### src/rtl/fmeas_ctrl_if.sv
// fmeas_ctrl_if: measurement request/counter/result bundle between a client and the frequency-measurement controller
interface fmeas_ctrl_if #(
   parameter int LENGTH = 20,
   parameter int GATE_W = 16
);
   logic              start;
   logic [GATE_W-1:0] gate_cycles;
   logic [LENGTH-1:0] count_in;
   logic              cont;
   logic              cnt_reset;
   logic              gate;
   logic [LENGTH-1:0] result;
   logic              result_valid;
   logic              result_ready;
   logic              busy;
   modport master (
      output start, gate_cycles, count_in, cont, result_ready,
      input  cnt_reset, gate, result, result_valid, busy
   );
   modport slave (
      input  start, gate_cycles, count_in, cont, result_ready,
      output cnt_reset, gate, result, result_valid, busy
   );
endinterface

### src/rtl/fmeas_ctrl.sv
// fmeas_ctrl: gates an external cycle counter for a programmed window, lets it settle, then captures and hands off its count; FMEAS_CONT_EN enables back-to-back windows
module fmeas_ctrl #(
   parameter int LENGTH = 20,
   parameter int GATE_W = 16,
   parameter int SETTLE = 4
) (
   input logic        clk,
   input logic        rst_n,
   fmeas_ctrl_if.slave bus
);
   typedef enum logic [2:0] {S_IDLE, S_CLEAR, S_GATE, S_SETTLE, S_HOLD} state_t;
   localparam logic [3:0] SET_LAST = 4'(SETTLE - 1);
   state_t            r_state, w_next;
   logic [GATE_W-1:0] r_cnt, w_cnt_nxt, w_reload;
   logic [3:0]        r_set, w_set_nxt;
   logic              w_capture, w_rearm;
   logic [LENGTH-1:0] r_result;
   logic              r_cnt_reset, r_gate, r_valid, r_busy;
`ifdef FMEAS_CONT_EN
   logic [GATE_W-1:0] r_len;
   assign w_rearm  = bus.cont;
   assign w_reload = r_len;
   // remember the accepted window length so continuous mode can re-arm without a new start
   always_ff @(posedge clk or negedge rst_n) begin
      if (!rst_n) r_len <= '0;
      else if (r_state == S_IDLE && bus.start) r_len <= bus.gate_cycles;
   end
`else
   logic w_cont_unused;
   assign w_cont_unused = bus.cont;
   assign w_rearm       = 1'b0;
   assign w_reload      = r_cnt;
`endif
   // next state, window down-counter and settle counter
   always_comb begin
      w_next    = r_state;
      w_cnt_nxt = r_cnt;
      w_set_nxt = '0;
      w_capture = 1'b0;
      case (r_state)
         S_IDLE: begin
            if (bus.start) begin
               w_next    = S_CLEAR;
               w_cnt_nxt = bus.gate_cycles;
            end
         end
         S_CLEAR: w_next = (r_cnt == '0) ? S_SETTLE : S_GATE;
         S_GATE: begin
            w_cnt_nxt = r_cnt - 1'b1;
            if (r_cnt == GATE_W'(1)) w_next = S_SETTLE;
         end
         S_SETTLE: begin
            if (r_set == SET_LAST) begin
               w_next    = S_HOLD;
               w_capture = 1'b1;
            end else begin
               w_set_nxt = r_set + 4'd1;
            end
         end
         S_HOLD: begin
            if (bus.result_ready) begin
               w_next    = w_rearm ? S_CLEAR : S_IDLE;
               w_cnt_nxt = w_reload;
            end
         end
         default: w_next = S_IDLE;
      endcase
   end
   // state and counters; outputs are registered from the next state so they change cleanly on the edge
   always_ff @(posedge clk or negedge rst_n) begin
      if (!rst_n) begin
         r_state     <= S_IDLE;
         r_cnt       <= '0;
         r_set       <= '0;
         r_cnt_reset <= 1'b0;
         r_gate      <= 1'b0;
         r_valid     <= 1'b0;
         r_busy      <= 1'b0;
      end else begin
         r_state     <= w_next;
         r_cnt       <= w_cnt_nxt;
         r_set       <= w_set_nxt;
         r_cnt_reset <= (w_next == S_CLEAR);
         r_gate      <= (w_next == S_GATE);
         r_valid     <= (w_next == S_HOLD);
         r_busy      <= (w_next != S_IDLE);
      end
   end
   // result holds the last capture until the final settle cycle of the next window
   always_ff @(posedge clk or negedge rst_n) begin
      if (!rst_n) r_result <= '0;
      else if (w_capture) r_result <= bus.count_in;
   end
   assign bus.cnt_reset    = r_cnt_reset;
   assign bus.gate         = r_gate;
   assign bus.result       = r_result;
   assign bus.result_valid = r_valid;
   assign bus.busy         = r_busy;
endmodule

### src/flat_wrapper.sv
// flat-port wrapper written by rule: the top's interface ports become plain ports
module fmeas_ctrl_flat 
#(
   parameter int LENGTH = 20,
   parameter int GATE_W = 16,
   parameter int SETTLE = 4
)
  (clk, rst_n, bus_start, bus_gate_cycles, bus_count_in, bus_cont, bus_result_ready, bus_cnt_reset, bus_gate, bus_result, bus_result_valid, bus_busy);
  fmeas_ctrl_if #(.LENGTH(LENGTH), .GATE_W(GATE_W)) bus_i ();
  input logic clk;
  input logic rst_n;
  input wire logic [$bits(bus_i.start)-1:0] bus_start;
  input wire logic [$bits(bus_i.gate_cycles)-1:0] bus_gate_cycles;
  input wire logic [$bits(bus_i.count_in)-1:0] bus_count_in;
  input wire logic [$bits(bus_i.cont)-1:0] bus_cont;
  input wire logic [$bits(bus_i.result_ready)-1:0] bus_result_ready;
  output wire logic [$bits(bus_i.cnt_reset)-1:0] bus_cnt_reset;
  output wire logic [$bits(bus_i.gate)-1:0] bus_gate;
  output wire logic [$bits(bus_i.result)-1:0] bus_result;
  output wire logic [$bits(bus_i.result_valid)-1:0] bus_result_valid;
  output wire logic [$bits(bus_i.busy)-1:0] bus_busy;
  assign bus_i.start = bus_start;
  assign bus_i.gate_cycles = bus_gate_cycles;
  assign bus_i.count_in = bus_count_in;
  assign bus_i.cont = bus_cont;
  assign bus_i.result_ready = bus_result_ready;
  assign bus_cnt_reset = bus_i.cnt_reset;
  assign bus_gate = bus_i.gate;
  assign bus_result = bus_i.result;
  assign bus_result_valid = bus_i.result_valid;
  assign bus_busy = bus_i.busy;
  fmeas_ctrl #(.LENGTH(LENGTH), .GATE_W(GATE_W), .SETTLE(SETTLE)) u_core (.clk(clk), .rst_n(rst_n), .bus(bus_i));
endmodule
### config.mk
export PLATFORM = sky130hd
export DESIGN_NAME = fmeas_ctrl_flat
export DESIGN_NICKNAME = d
export VERILOG_FILES = /design/src/rtl/fmeas_ctrl_if.sv /design/src/rtl/fmeas_ctrl.sv /design/src/flat_wrapper.sv
export SDC_FILE = /design/constraint.sdc
export NUM_CORES = 1
export LEC_CHECK = 0
export CELL_PAD_IN_SITES_DETAIL_PLACEMENT = 1
export CELL_PAD_IN_SITES_GLOBAL_PLACEMENT = 1
export CORE_MARGIN = 5
export CORE_UTILIZATION = 39
export CTS_CLUSTER_DIAMETER = 200
export CTS_CLUSTER_SIZE = 24
export DETAILED_ROUTE_END_ITERATION = 8
export HOLD_SLACK_MARGIN = 0.08
export PLACE_DENSITY_LB_ADDON = 0.08
export SYNTH_ARGS = -nofsm -noshare
export SYNTH_HDL_FRONTEND = slang
export SYNTH_SLANG_ARGS = --single-unit
### constraint.sdc
create_clock -name clk -period 3.5 [get_ports clk]
set_input_delay 0.35 -clock clk [delete_from_list [all_inputs] [get_ports clk]]
set_output_delay 0.35 -clock clk [all_outputs]
set_load 0.02 [all_outputs]
==> run metrics <==
first-pass GRT wire length 8650 um; period utilization 61.0%; gr ovfl total 0; leading register cell type out of synthesis dfrtp_1; H-tree depth 2; CTS Buf Count 5; final setup vio count 0; number of diodes 0; WL/cell 15.5 um; Post-Syn Area 2160 sq um; full die area 7110 sq um; Vias/cell 5.11; vias in the first global route 1784; Warnings, synthesis 0; CTS Sinks 47; commonest cells in the netlist dfrtp_1, mux2_2, nand2_1, nor2_1, nand3_1; area taken by multi-input logic gates 921 sq um; TritonCTS clock tree done; largest net degree at the start of global routing 33; Critical Path Source u_core.r_state[0]$_DFF_PN0_; Synth Area per Inst 11.5 sq um; CP Class flip-flop to flip-flop; Data required, critical path 3690 ps; worst hold path class input pin to asynchronous set/reset pin; total of max-cap violations 0; setup TNS 0 ps; Worst Skew 8.97 ps; Via Count 1672; most common cell in the netlist dfrtp_1; #FFs+latches synth 47; CTS clock-pin slew for the worst setup and hold paths 90 ps; Critical R2R Launch u_core.r_state[0]$_DFF_PN0_; Worst slew margin 57.0%; dominant cells by area after synthesis dfrtp_1, mux2_2, nand3_1, nand2_1, nor2_1; Tot GR Track Use 15.2%; port bufs 63; Synth async-reset ratio 100%; Setup crit start kind flip-flop; EDFF count, synth 0; # IOs 65; Critical Path Sink Type flip-flop; Post-CTS Hold Fix Bufs 1; fin nets 299; RSZ-0062 raised after global routing no; Die H 84.4 um; Seq. cell area 1180 sq um; row count 27; Post-CTS Setup Bufs 0; Resized Gates After CTS 0; Final Hold Fails 0; post-route setup slack 1360 ps; Worst R2R Path Depth 5; initial antenna violation count 0; layout cells sized above 1 14.5%; Clock Tree Root clkbuf_8; CP Data Arrival Time 2320 ps; Max Fanout on Critical Path 18; LEAKAGE 1.22 nW; DRC violations left 0; Skew-Pair Late Insertion Delay 300 ps; Die W 84.4 um; Post-Route WL 5080 um; Netlist cell types 41; Area growth syn-to-layout 36.4%; Power Density 737 nW/um^2; Max clock buf depth 2; Worst IR Drop VDD 0.331 mV; fmax 0.468 GHz; Final Total Pwr 2.17 mW; min Tclk post-route 2140 ps; Post-DP HPWL 3800 um; Least-Margin Pin Slew 644 ps; Post-Syn Instances 188; Synth top area share 54.6%; post-synthesis sequential area ratio 54.6%; fin util 54.1%; DRT iter0 DRCs 70; status finished clean; Place WS 1230 ps; Fillers 593; Placer Congestion 0.753; 1st-pass router iterations 4; cell taking the most area after synthesis dfrtp_1; Antenna Nets Post-Route 0; Final Hold Slack 473 ps; Final Max Tran Viols 0; Synth Net Count 233; CORE AREA 5440 sq um; initial core utilization 39.6%
-- worst max-delay path, stage by stage, from the launching register on --
cell,delay (ps)
dfrtp_1,550
nor2_1,130
nand3b_1,100
buf_4,220
clkinv_1,510
a221o_1,520
-- metrics by stage --
stage	cells	area, sq um
final	327	2940
after global routing	327	2940
after CTS	327	2940
after detailed placement	318	2850
after global placement	318	2850
after floorplan	188	2160
-- per-layer routing --
metal	up-vias	share of wire, %	global-route usage (%)
met5	-	0	0
met4	0	1.4	5.61
met3	5	6.2	4.81
met2	34	46	23.2
met1	821	47	20.3
li1	812	-	-
-- power by group --
part	leakage [nW]	switching, mW	internal, mW
clock	0.0422	0.177	0.140
sequential	0.561	0.188	0.755
combinational	0.614	0.447	0.461
-- cells in the final DEF, fill, tap and decap left out, drive strengths merged, types with 2 or more instances in the layout --
| cell type | n |
|---|---|
| a211oi | 4 |
| a22oi | 2 |
| and2 | 2 |
| buf | 4 |
| clkbuf | 7 |
| clkdlybuf4s50 | 62 |
| clkinv | 2 |
| dfrtp | 47 |
| ha | 4 |
| inv | 3 |
| mux2 | 20 |
| nand2 | 18 |
| nand3 | 14 |
| nand3b | 5 |
| nand4 | 4 |
| nor2 | 16 |
| nor3 | 6 |
| nor4 | 3 |
| o211ai | 7 |
| o21a | 2 |
| o21ai | 2 |
| o311ai | 2 |
| or3 | 4 |
| xnor2 | 2 |
-- kinds of logic after synthesis --
logic type      Yosys count  synth area share, %
simple gates             76                 19.4
flops                    47                 54.6
compound gates           25                 8.82
mux                      21                 10.9
buf+inv                  12                 2.73
fa+ha+maj                 4                 2.32
xor+xnor                  3                 1.22
-- worst paths after layout --
path	end	slack (ps)
worst max-delay path	u_core.r_cnt[5]$_DFFE_PN0P_	1360
min in group clk	u_core.r_set[0]$_DFF_PN0_	480
worst min-delay path	u_core.r_cnt[0]$_DFFE_PN0P_	470
worst min register to register	u_core.r_set[0]$_DFF_PN0_	480
max in group asynchronous	u_core.r_cnt[14]$_DFFE_PN0P_	2280
worst max register to register	u_core.r_cnt[5]$_DFFE_PN0P_	1360
-- layout make-up --
class,instances,area share (%)
sequential,47,40.0
tap,72,3.06
timing repair buffer,67,22.4
clock inverter,1,0.170
clock buffer,7,2.59
multi-input combinational,129,31.3
inverter,4,0.510
-- flip-flops by register name, indices dropped and copies added (netlist names) --
name,flops
u_core.bus.result_valid,1
u_core.r_state,3
u_core.bus.cnt_reset,1
u_core.r_cnt,16
u_core.bus.gate,1
u_core.bus.busy,1
u_core.bus.result,20
u_core.r_set,4
(Power assumes the default switching activity.)
==> edit, RTL diff (config.mk and constraints unchanged) <==
`LENGTH` is set to 20 in 3 places; all go to 10.
--- a/src/rtl/fmeas_ctrl_if.sv
+++ b/src/rtl/fmeas_ctrl_if.sv
@@ -1,5 +1,5 @@
 // fmeas_ctrl_if: measurement request/counter/result bundle between a client and the frequency-measurement controller
 interface fmeas_ctrl_if #(
-   parameter int LENGTH = 20,
+   parameter int LENGTH = 10,
    parameter int GATE_W = 16
 );
--- a/src/rtl/fmeas_ctrl.sv
+++ b/src/rtl/fmeas_ctrl.sv
@@ -1,5 +1,5 @@
 // fmeas_ctrl: gates an external cycle counter for a programmed window, lets it settle, then captures and hands off its count; FMEAS_CONT_EN enables back-to-back windows
 module fmeas_ctrl #(
-   parameter int LENGTH = 20,
+   parameter int LENGTH = 10,
    parameter int GATE_W = 16,
    parameter int SETTLE = 4
--- a/src/flat_wrapper.sv
+++ b/src/flat_wrapper.sv
@@ -2,5 +2,5 @@
 module fmeas_ctrl_flat 
 #(
-   parameter int LENGTH = 20,
+   parameter int LENGTH = 10,
    parameter int GATE_W = 16,
    parameter int SETTLE = 4
Ports: changed (resized bus_count_in and bus_result); port bits go from 65 to 45. No check against the original RTL was run, so the function may have changed too.
==> edit against the unedited design <==
Synthesized cell count fell by 7.4%. Sequential share of layout area decreased by 1.1 points. Setup slack worse by 0.30 ns. Power shrank 18%. Design area down 19%. Clock skew fell by 0.0039 ns. Sequential cell count is 10 lower. Global-route usage up 1.3 points. Wire length fell by 6.9%. Die area down 14%. Synthesized area decreased by 16%. Count of clock-buffer cells in the layout decreased by 2. Critical path depth is 1 lower. Critical endpoint is now u_core.bus.gate. Largest cell class unchanged. Highest routed layer unchanged.
==> edit: results (changes against the unedited design) <==
- Clock transition at path regs: 0.08 ns
- Slowest stage delay, CP: 0.61 ns (was 0.55 ns)
- Largest register FFs: 16 (was 20)
- Synth warnings: 0 (unchanged)
- Placed cell area: 2290 sq um (was 2850 sq um)
- First-pass GRT wire length: 8180 microns (was 8650 microns)
- Yosys cell types: 41 (unchanged)
- Clk_lat worst skew: 0.29 ns
- WL/cell: 17.4 microns (was 15.5 microns)
- Antenna violations before repair: 0 (unchanged)
- Commonest cells post-synth: dfrtp_1 (37), nand2_1 (18), nor2_1 (15), mux2_2 (10), o311ai_0 (8) (was dfrtp_1 (47), mux2_2 (20), nand2_1 (17), nor2_1 (16), nand3_1 (14))
- Pre-CTS setup slack: 1.05 ns (was 1.23 ns)
- Delay-heaviest family, CP: simple AND/OR/NAND/NOR gates (was buffers and inverters)
- Worst EP arrival: 2.62 ns (was 2.32 ns)
- H-tree levels: 2 (unchanged)
- Syn nets: 209 (was 233)
- Clock buffer depth: 2 (unchanged)
- Worst slew margin: 45.8% (was 57.0%)
- Crit Path Max Fanout: 8 (was 18)
- Mapped Avg Cell Area: 10.4 sq um (was 11.5 sq um)
- Outcome: finished clean (unchanged)
- Synth area leaders: dfrtp_1 (51%), mux2_2 (6.2%), o311ai_0 (3.9%), nand2_1 (3.7%), nor2_1 (3.1%) (was dfrtp_1 (55%), mux2_2 (10%), nand3_1 (3.3%), nand2_1 (3.0%), nor2_1 (2.8%))
- Sequential area share after synthesis: 51.2% (was 54.6%)
- Hold_buf cts: 0 (was 1)
- First drt pass iteration count: 4 (unchanged)
- Biggest register: u_core.r_cnt
- DP HPWL: 3560 microns (was 3800 microns)
- Hold crit path type: primary input to async pin (unchanged)
- Worst reg-to-reg path cell count: 4 (was 5)
- Final #Nets: 254 (was 299)
- Vias in the first global route: 1669 (was 1784)
- Layout cells sized above 1: 12.7% (was 14.5%)
- VDD IR max: 0.000300 V (was 0.000331 V)
- Starting DRT DRC Count: 58 (was 70)
- Buffers on Ports: 43 (was 63)
- Number of CTS-inserted buffers: 5 (unchanged)
- Placed insts: 264 (was 318)
- Total track usage: 16.5% (was 15.2%)
- Pleak: 0.959 nW (was 1.22 nW)
- Ys async rst share: 100% (unchanged)
- Post-cts sizing count: 0 (unchanged)
- Slowest-stage cell, CP: or4_1 (was dfrtp_1)
- Gpl congestion: 0.782 (was 0.753)
- Drt via density: 5.65 (was 5.11)
- Pin count of the biggest net entering global routing: 38 (was 33)
- Root Buffer: clkbuf_8 (unchanged)
- Diodes inserted: 0 (unchanged)
- Routed WL: 4730 microns (was 5080 microns)
- Post-CTS Setup Inserts: 0 (unchanged)
- Layout Skew: 0.00504 ns (was 0.00897 ns)
==> edit: logic make-up after synthesis <==
kind of cell	Yosys count	share of synthesized area [%]
simple gates	73	21.6
flops	37	51.2
compound gates	36	14.4
buf+inv	11	2.29
mux	10	6.23
fa+ha+maj	4	2.77
xor+xnor	3	1.45
==> edit: routing by layer <==
metal	track usage (%)	part of all wire, %	up-vias
met5	0	0	-
met4	4.22	0.89	0
met3	4.23	3.0	5
met2	27.5	51	23
met1	21.5	45	769
li1	-	-	739
==> edit: worst paths after layout <==
check	start	end	slack [ns]
setup / recovery	u_core.r_cnt[3]	u_core.bus.gate	1.07
hold / removal	rst_n	u_core.r_set[2]	0.15
setup reg to reg	u_core.r_cnt[3]	u_core.bus.gate	1.07
hold reg to reg	u_core.r_set[0]	u_core.r_set[0]	0.48
max in group asynchronous	rst_n	u_core.r_cnt[10]	2.84
min in group clk	u_core.r_set[0]	u_core.r_set[0]	0.48
==> edit: area by class of cell <==
type / count / area, sq um
Fill cell: 480 / 2030
Sequential cell: 37 / 926
Multi-Input combinational cell: 126 / 840
Timing Repair Buffer: 46 / 448
Clock buffer: 5 / 68.8
Tap cell: 52 / 65.1
Clock inverter: 3 / 21.3
Inverter: 3 / 11.3
==> edit: worst reg2reg max path: cells and delay by family, from the launching register on <==
kind	cells	cell delay, ns
and+or+nand+nor	4	1.86
DFF	1	0.47
==> edit: metrics by stage <==
step                hold WS, ns  power [mW]
global route              0.220        1.89
global placement          0.453        1.42
detailed placement        0.478        1.47
CTS                       0.178        1.79
finish                    0.146        1.77
floorplan                0.0544        1.16
==> edit: power breakdown <==
group	internal, mW	switching (mW)	leakage [nW]
logic	0.349	0.371	0.474
registers	0.584	0.165	0.440
clock network	0.141	0.160	0.0445
total	1.07	0.696	0.959
